$ cat config.mk
export PLATFORM = sky130hd
export DESIGN_NAME = rx_frame_ctrl
export DESIGN_NICKNAME = d
export VERILOG_FILES = /design/src/rtl/hdlc_pkg.sv /design/src/rtl/rx_frame_buffer.sv /design/src/rtl/rx_frame_ctrl.sv
export SDC_FILE = /design/constraint.sdc
export NUM_CORES = 1
export LEC_CHECK = 0
export BUFFER_PORTS_ARGS = -buffer_cell sky130_fd_sc_hd__buf_2
export CAP_MARGIN = 20
export CORE_ASPECT_RATIO = 1.2
export CORE_MARGIN = 10
export CORE_UTILIZATION = 30
export CTS_CLUSTER_DIAMETER = 200
export DETAILED_ROUTE_END_ITERATION = 6
export PLACE_DENSITY = 0.5
export SYNTH_ARGS = -nofsm -noshare
export SYNTH_HDL_FRONTEND = slang
export SYNTH_SLANG_ARGS = --single-unit
$ cat constraint.sdc
create_clock -name Clk -period 3.35 [get_ports Clk]
set_clock_uncertainty 0.1 [all_clocks]
set_input_delay 1.005 -clock Clk [delete_from_list [all_inputs] [get_ports Clk]]
set_output_delay 1.005 -clock Clk [all_outputs]
set_load 0.02 [all_outputs]
$ cat src/rtl/hdlc_pkg.sv
// Shared types and constants for the HDLC receive frame controller.
package hdlc_pkg;

  localparam int RX_BUF_DEPTH = 128;
  localparam int RX_MIN_FRAME = 4;
  localparam int RX_ADDR_W    = 7;

  typedef enum logic [1:0] {
    ST_IDLE  = 2'd0,
    ST_RECV  = 2'd1,
    ST_OVFL  = 2'd2,
    ST_READY = 2'd3
  } rx_state_e;

endpackage

$ cat src/rtl/rx_frame_buffer.sv
// 128x8 receive frame store: one synchronous write port, one registered read port.
module rx_frame_buffer
  import hdlc_pkg::*;
(
  input  logic                 clk,
  input  logic                 rst_n,
  input  logic                 wr_en_i,
  input  logic [RX_ADDR_W-1:0] wr_addr_i,
  input  logic [7:0]           wr_data_i,
  input  logic                 rd_en_i,
  input  logic [RX_ADDR_W-1:0] rd_addr_i,
  output logic [7:0]           rd_data_o
);

  logic [7:0] mem [RX_BUF_DEPTH];
  logic [7:0] rd_data_q;

  // NOTE: the array has no reset so it maps onto RAM; only the read register is reset.
  always_ff @(posedge clk) begin
    if (wr_en_i) mem[wr_addr_i] <= wr_data_i;
  end

  always_ff @(posedge clk or negedge rst_n) begin
    if (!rst_n)       rd_data_q <= 8'd0;
    else if (rd_en_i) rd_data_q <= mem[rd_addr_i];
  end

  assign rd_data_o = rd_data_q;

endmodule

$ cat src/rtl/rx_frame_ctrl.sv
// HDLC receive frame controller: collects de-stuffed bytes between flags and hands frames to the host.
// Define HDLC_RX_FCS_STRIP_EN to hide the trailing 2 FCS bytes from the reported frame size.
module rx_frame_ctrl
  import hdlc_pkg::*;
(
  input  logic       Clk,
  input  logic       Rst,
  input  logic       Rx_Enable,
  input  logic       Rx_FlagDetect,
  input  logic       Rx_AbortDetect,
  input  logic       Rx_NewByte,
  input  logic [7:0] Rx_Data,
  input  logic       Rx_RdBuff,
  input  logic       Rx_Drop,
  output logic       Rx_ValidFrame,
  output logic       Rx_WrBuff,
  output logic       Rx_AbortSignal,
  output logic       Rx_Overflow,
  output logic       Rx_FrameError,
  output logic       Rx_Ready,
  output logic [7:0] Rx_FrameSize,
  output logic [7:0] Rx_DataOut
);

  localparam logic [7:0] DEPTH8 = 8'(RX_BUF_DEPTH);
  localparam logic [7:0] MIN8   = 8'(RX_MIN_FRAME);

  rx_state_e            state_q, state_d;
  logic [7:0]           count_q, count_d, cnt_eff, host_size;
  logic [RX_ADDR_W-1:0] rd_ptr_q, rd_ptr_d;
  logic                 wr_buff_q, wr_buff_d, abort_q, abort_d;
  logic                 ovfl_q, ovfl_d, ferr_q, ferr_d;
  logic                 wr_en, rd_en;

`ifdef HDLC_RX_FCS_STRIP_EN
  assign host_size = (count_q > 8'd2) ? count_q - 8'd2 : 8'd0;
`else
  assign host_size = count_q;
`endif

  // NOTE: every output of this block gets a default first, so no path can infer a latch.
  always_comb begin
    state_d   = state_q;
    count_d   = count_q;
    rd_ptr_d  = rd_ptr_q;
    wr_buff_d = 1'b0;
    abort_d   = 1'b0;
    ovfl_d    = ovfl_q;
    ferr_d    = ferr_q;
    wr_en     = 1'b0;
    rd_en     = 1'b0;
    cnt_eff   = count_q;
    if (!Rx_Enable) begin
      state_d = ST_IDLE;
    end else begin
      unique case (state_q)
        ST_IDLE: begin
          if (Rx_FlagDetect) begin
            state_d  = ST_RECV;
            count_d  = 8'd0;
            rd_ptr_d = '0;
            ovfl_d   = 1'b0;
            ferr_d   = 1'b0;
          end
        end
        ST_RECV: begin
          if (Rx_AbortDetect) begin
            abort_d = 1'b1;
            count_d = 8'd0;
            state_d = ST_IDLE;
          end else begin
            if (Rx_NewByte) begin
              if (count_q < DEPTH8) begin
                wr_en     = 1'b1;
                wr_buff_d = 1'b1;
                cnt_eff   = count_q + 8'd1;
                count_d   = cnt_eff;
              end else begin
                ovfl_d  = 1'b1;
                state_d = ST_OVFL;
              end
            end
            // A flag in the same cycle as a byte is judged against the post-store count.
            if (Rx_FlagDetect) begin
              if (cnt_eff >= MIN8) begin
                state_d = ST_READY;
              end else if (cnt_eff != 8'd0) begin
                ferr_d  = 1'b1;
                state_d = ST_IDLE;
              end
            end
          end
        end
        ST_OVFL: begin
          if (Rx_AbortDetect) begin
            abort_d = 1'b1;
            count_d = 8'd0;
            state_d = ST_IDLE;
          end else if (Rx_FlagDetect) begin
            state_d = ST_READY;
          end
        end
        ST_READY: begin
          if (Rx_Drop) begin
            state_d = ST_IDLE;
          end else if (Rx_RdBuff) begin
            rd_en    = 1'b1;
            rd_ptr_d = rd_ptr_q + 1'b1;
            if ({1'b0, rd_ptr_q} == host_size - 8'd1) state_d = ST_IDLE;
          end
        end
        default: state_d = ST_IDLE;
      endcase
    end
  end

  // NOTE: state registers use non-blocking assignments so all flops update from the same pre-edge values.
  always_ff @(posedge Clk or negedge Rst) begin
    if (!Rst) begin
      state_q   <= ST_IDLE;
      count_q   <= 8'd0;
      rd_ptr_q  <= '0;
      wr_buff_q <= 1'b0;
      abort_q   <= 1'b0;
      ovfl_q    <= 1'b0;
      ferr_q    <= 1'b0;
    end else begin
      state_q   <= state_d;
      count_q   <= count_d;
      rd_ptr_q  <= rd_ptr_d;
      wr_buff_q <= wr_buff_d;
      abort_q   <= abort_d;
      ovfl_q    <= ovfl_d;
      ferr_q    <= ferr_d;
    end
  end

  rx_frame_buffer u_buf (
    .clk       (Clk),
    .rst_n     (Rst),
    .wr_en_i   (wr_en),
    .wr_addr_i (count_q[RX_ADDR_W-1:0]),
    .wr_data_i (Rx_Data),
    .rd_en_i   (rd_en),
    .rd_addr_i (rd_ptr_q),
    .rd_data_o (Rx_DataOut)
  );

  assign Rx_ValidFrame  = (state_q == ST_RECV) || (state_q == ST_OVFL);
  assign Rx_Ready       = (state_q == ST_READY);
  assign Rx_WrBuff      = wr_buff_q;
  assign Rx_AbortSignal = abort_q;
  assign Rx_Overflow    = ovfl_q;
  assign Rx_FrameError  = ferr_q;
  assign Rx_FrameSize   = host_size;

endmodule

Yosys cells after proc, flatten, opt, wreduce, memory -nomap -nowiden
Memory sizes are Yosys's and may differ from the RTL's. A register that Yosys moved wholly into a read port is not among the register bits. Cells that the tools add are included.

Input port bits: 16. Memories: 1. Word-level logic and storage cells: 95. Bits in read-only memories: 0. Bits in registers: 21. Bits in latches: 0. Bits in writable memories: 1024.

Memory list: u_buf.mem (depth 128, width 8, rd ports 1, clocked after Yosys merged registers in 1, wr ports 1, line rx_frame_buffer.sv:15) `logic [7:0] mem [RX_BUF_DEPTH];`.

Divide/modulo/power cells: 0. Bitwise operators: 0. Shifts and indexed selects: 0. Reduce and logical (&&, ||, !) cells: 13. Equality and inequality tests: 18. Multiply operators: 0. Multiplexer cells: 51. Order comparisons: 2. $add $sub $neg: 3.

Operators with widths (count): two-way mux 8 bit (8); two-way mux 2 bit (13); one-hot mux 8 bit (3 select lines) (1); two-way mux 1 bit (22); two-way mux 7 bit (3); inequality test 2 bit, second input constant (10); one-hot mux 7 bit (2 select lines) (1); adder 8 x 1 -> 8 bit, second input constant (1); == test 7 x 8 -> 1 bit (1); >= comparator 8 x 3 -> 1 bit, second input constant (1); less-than comparator 8 bit, second input constant (1); inequality test 4 bit, second input constant (2); one-hot mux 2 bit (4 select lines) (1); AND reduction 4 bit (2); nonzero test 8 bit (1); subtractor 8 x 1 -> 8 bit, second input constant (1); adder 7 x 1 -> 7 bit, second input constant (1); AND reduction 7 bit (1); AND reduction 6 bit (1); AND reduction 5 bit (1); == test 2 bit, second input constant (2); inequality test 4 x 3 -> 1 bit, second input constant (1); one-hot mux 1 bit (2 select lines) (2); nonzero test 2 bit (2); other kinds (7) (7).

Longest topological paths before layout
Word-level depth: 13. Mapped depth: 11.

By module
From an unflattened synthesis, not the netlist that was laid out.

Cells, all modules: 2180. Area, all modules: 42110.4 um2.

Modules (own cells, without submodules): rx_frame_buffer (cells an instance 2000, area each 40492.6 um2, times used 1, sequential area each 30949.7 um2); rx_frame_ctrl (cells an instance 180, area each 1617.8 um2, times used 1, sequential area each 525.5 um2).

Worst setup path after synthesis
OpenSTA, ideal clock, no wires.

Path kind: input-to-reg. Start point: input port Rx_NewByte. End point: memory u_buf.mem[127][0], enable pin. Data required time: 2.879 ns. Arrival time: 2.513 ns. Stages: 6. Setup slack: 0.366 ns. Path through: nor2b_1 nand2_1 nor2_1 nand4_1 clkbuf_1 nor2_1.

Word-level cells in the longest chain between the ends: 6.

RTL lines: start, declared (line rx_frame_ctrl.sv:11) `input logic Rx_NewByte,`; two-way mux 1 bit (line rx_frame_ctrl.sv:72) `if (Rx_NewByte) begin`; two-way mux 1 bit (line rx_frame_ctrl.sv:67) `if (Rx_AbortDetect) begin`; two-way mux 1 bit (line rx_frame_ctrl.sv:56) `unique case (state_q)`; two-way mux 1 bit (line rx_frame_ctrl.sv:53) `if (!Rx_Enable) begin`; net u_buf.wr_en_i (line rx_frame_buffer.sv:7) `input logic wr_en_i,`; two-way mux 1 bit (line rx_frame_buffer.sv:20) `if (wr_en_i) mem[wr_addr_i] <= wr_data_i;`; two-way mux 1 bit (implied by the code) (line rx_frame_buffer.sv:20); end, declared (line rx_frame_buffer.sv:15).

The timed path passes the listed nets, and every way through them passes these cells.

==> results.py <==
metrics = {
    "status": {
        "status": "complete, no violations",
    },
    "placement": {
        "globalplace.congestion": 0.8146,
        "port_buffers": 37,
        "dp_slack_ns": 0.08580,
        "post-dp-hpwl_um": 73410,
    },
    "floorplan": {
        "die_w_um": 362.2,
        "dieArea_mm2": 0.1560,
        "coreArea_mm2": 0.1394,
        "die_h_um": 430.7,
        "initial_core_util_pct": 30.23,
        "ios": 38,
        "placementRows": 150,
    },
    "route": {
        "vias_per_cell": 5.019,
        "wl_um": 113900,
        "drtAntennaViolNets": 0,
        "routedWlPerCell_um": 26.05,
        "drtIter0Drc": 2139,
        "vias": 21950,
        "drc_errors": 0,
        "first_pass_iters": 5,
    },
    "synthesis": {
        "synth_edf_count": 1024,
        "syn_area_per_cell_um2": 19.25,
        "yosys.area_share.xor_xnor_pct": 0.1840,
        "synthCells": 2190,
        "synth_mux_area_share_pct": 15.03,
        "ys_types": 69,
        "syn_area_mm2": 0.04216,
        "async_flop_share_pct": 2.754,
        "synth_top_cell_area_share_pct": 72.94,
        "synth_top_family_by_area": "multiplexers",
        "synth_compound_area_share_pct": 4.048,
        "synthAdderAreaFrac_pct": 0.2374,
        "ys_ff_latch": 1053,
        "synth_area_leaders": "edfxtp_1, mux4_2, mux2i_1",
        "yosys_warnings": 0,
        "syn_nets": 2214,
        "synth_simple_gate_area_share_pct": 3.547,
        "ys_dominant_reg_cell": "edfxtp_1",
        "yosysTopAreaCell": "edfxtp_1",
        "seq_area_frac_synth_pct": 74.66,
    },
    "global_route": {
        "grt_pass1_vias": 23040,
        "grt_max_degree": 113,
        "grt_usage_pct": 14.40,
        "grt_pass1_wl_um": 165400,
        "antenna_found_initial": 5,
        "overflow": 0,
    },
    "sta": {
        "final_max_slew_viol_count": 0,
        "period_share_pct": 94.76,
        "hold_viol_final": 0,
        "max_clock_freq_mhz": 315.0,
        "finalSetupViolations": 0,
        "tns_ns": 0,
        "rsz0062_at_grt": "false",
        "fin_crit_ns": 3.175,
        "hold_ws_ns": 0.3032,
        "worstMarginPinSlew_ns": 0.8675,
        "setup_ws_ns": 0.1754,
        "slew_headroom_pct": 42.16,
    },
    "clock_network": {
        "cts_buffers": 99,
        "clock_sink_count": 1053,
        "cts_buffer_depth": 3,
        "root_buffer": "clkbuf_16",
        "insertion_delay_ns": 0.69,
        "cts_tree": "yes",
        "ctsHtreeMaxLevel": 3,
        "cts.clk_slew.worst_paths_ns": 0.07,
        "post-cts-setup-buffers": 0,
    },
    "layout": {
        "drive_above_1_share_pct": 25.48,
        "flow.area_growth_from_synthesis_pct": 17.39,
        "n_fill_cell": 12900,
        "final_util_pct": 35.49,
        "nets": 2491,
    },
    "critical_path": {
        "crit_path_top_delay_cell": "mux4_1",
        "cp_num_cells": 9,
        "r2r-start": "rd_ptr_q[0]$_DFFE_PN0P_",
        "crit_buf_inv": 4,
        "worst_r2r_path_depth": 9,
        "crit_path_max_fanout": 35,
        "worst-setup-path-type": "reg -> reg",
        "rrSetupSlack_ns": 0.18,
        "slowest_delay_ns": 0.61,
        "reg2reg_to": "u_buf.rd_data_o[0]$_DFFE_PN0P_",
        "critPathCaptureType": "register",
        "startpoint_type": "register",
        "critPathLaunch": "rd_ptr_q[0]$_DFFE_PN0P_",
        "required_ns": 3.82,
        "crit_family": "buffers and inverters",
        "endpoint": "u_buf.rd_data_o[0]$_DFFE_PN0P_",
        "worstPathArrival_ns": 3.65,
        "worstPathCellList": "buf_12 > buf_12 > mux4_1 > a211oi_1 > buf_4 > a221oi_1 > buf_4 > nor4b_1 > nor3_1",
    },
    "power_and_ir_drop": {
        "ir_drop_v": 0.0004137,
        "p_leak_nw": 15.69,
        "power_per_cell_area_mw_per_mm2": 532.9,
    },
    "run": {
        "drv_cap": 0,
    },
    "min_path": {
        "hp-class": "in -> async",
    },
}
-- placed cells by master, fill, tap and decap left out, drive strengths merged, types with 19 or more instances in the layout --
cell type  instances
nand3             33
nor2             145
inv               19
buf              307
edfxtp          1024
clkinv            43
nand2             93
clkbuf           116
mux2i            194
o21ai             31
mux4             185
a21oi             52
a22oi             34
o22ai             35
dfrtp             29
-- cell families after synthesis --
| group | after synthesis |
|---|---|
| flip-flops | 1053 |
| multiplexers | 390 |
| AND/OR/NAND/NOR | 338 |
| AO/OA/AOI/OAI | 248 |
| buffers and inverters | 145 |
| XOR/XNOR | 8 |
| adder cells (fa/ha/maj) | 8 |
-- cells in the mapped netlist (3+ instances only) --
| library cell | count |
|---|---|
| nand3b_1 | 10 |
| a2bb2oi_1 | 5 |
| nand2b_1 | 6 |
| a311o_1 | 4 |
| buf_1 | 6 |
| o22ai_1 | 35 |
| nor2_1 | 145 |
| ha_1 | 8 |
| a2111oi_0 | 6 |
| buf_8 | 8 |
| nand2_1 | 93 |
| a2111oi_2 | 4 |
| mux4_1 | 28 |
| a211oi_1 | 11 |
| mux2i_1 | 194 |
| o32ai_1 | 7 |
| clkbuf_1 | 58 |
| o211ai_1 | 11 |
| a221oi_1 | 13 |
| and2_1 | 3 |
| buf_4 | 11 |
| mux2_2 | 11 |
| a21oi_1 | 52 |
| nor4_1 | 3 |
| dfrtp_1 | 29 |
| xor2_1 | 3 |
| buf_2 | 20 |
| o31ai_1 | 7 |
| a31oi_1 | 9 |
| nor2b_1 | 12 |
| nor3_1 | 13 |
| buf_6 | 18 |
| mux4_2 | 157 |
| xnor2_1 | 4 |
| buf_12 | 7 |
| edfxtp_1 | 1024 |
| nand3_1 | 33 |
| nand4_1 | 7 |
| o21ai_0 | 31 |
| a22oi_1 | 34 |
| inv_1 | 13 |
-- repair_timing --
action | CTS | global route
hold buffers | 0 | 0
endpoints found under the setup margin | 0 | 3
gates resized for setup | 0 | 4
-- sequential cells by signal, summed over array words and instances, names as in the netlist --
name             flops
u_buf.mem         1024
Rx_FrameSize         8
u_buf.rd_data_o      8
rd_ptr_q             7
state_q              2
Rx_AbortSignal       1
Rx_FrameError        1
Rx_Overflow          1
Rx_WrBuff            1
-- power by group --
group          internal, mW  leakage, nW  switching, mW
clock                  6.59         1.62           4.88
sequential             14.4         9.59         0.0146
combinational        0.0934         4.48          0.344
-- per-stage QoR --
step                      instance area (um2)  power, mW  cells
after floorplan                         42160      14.84   2190
after global placement                  46160      15.18   4190
after detailed placement                46160      15.19   4190
after CTS                               49470      26.66   4371
after global routing                    49490      27.18   4371
final                                   49490      26.37   4373
-- layout make-up --
| class | count | area, um2 | share of cell area (%) |
|---|---|---|---|
| Clock buffer | 116 | 2615 | 5.284 |
| Clock inverter | 65 | 693.2 | 1.401 |
| Multi-Input combinational cell | 992 | 9742 | 19.68 |
| Tap cell | 1824 | 2282 | 4.611 |
| Timing Repair Buffer | 307 | 2615 | 5.284 |
| Sequential cell | 1053 | 31490 | 63.62 |
| Antenna cell | 2 | 5.005 | 0.01011 |
| Inverter | 14 | 55.05 | 0.1112 |
-- layer usage --
metal,vias to the layer above,GRT usage [%],share of wire [%]
met2,695,24.73,50
met1,11620,18.83,42
met5,-,0,0
met3,140,1.961,5.2
met4,0,4.374,2.6
li1,9496,-,-
-- worst min path at each step --
| stage | from | end | slack, ns | depth (start not counted) |
|---|---|---|---|---|
| 2_1_floorplan | state_q[1]$_DFFE_PN0P_ | state_q[1]$_DFFE_PN0P_ | 0.43 | 1 |
| 3_3_place_gp | Rx_Overflow$_DFFE_PN0P_ | Rx_Overflow$_DFFE_PN0P_ | 0.41 | 1 |
| 3_5_place_dp | Rx_Overflow$_DFFE_PN0P_ | Rx_Overflow$_DFFE_PN0P_ | 0.41 | 1 |
| 4_1_cts | Rst | Rx_FrameError$_DFFE_PN0P_ | 0.28 | 1 |
| 5_1_grt | Rst | Rx_AbortSignal$_DFF_PN0_ | 0.33 | 1 |
| 6_report | Rst | state_q[1]$_DFFE_PN0P_ | 0.30 | 1 |
Note: power is estimated with default switching activity, not from simulation.
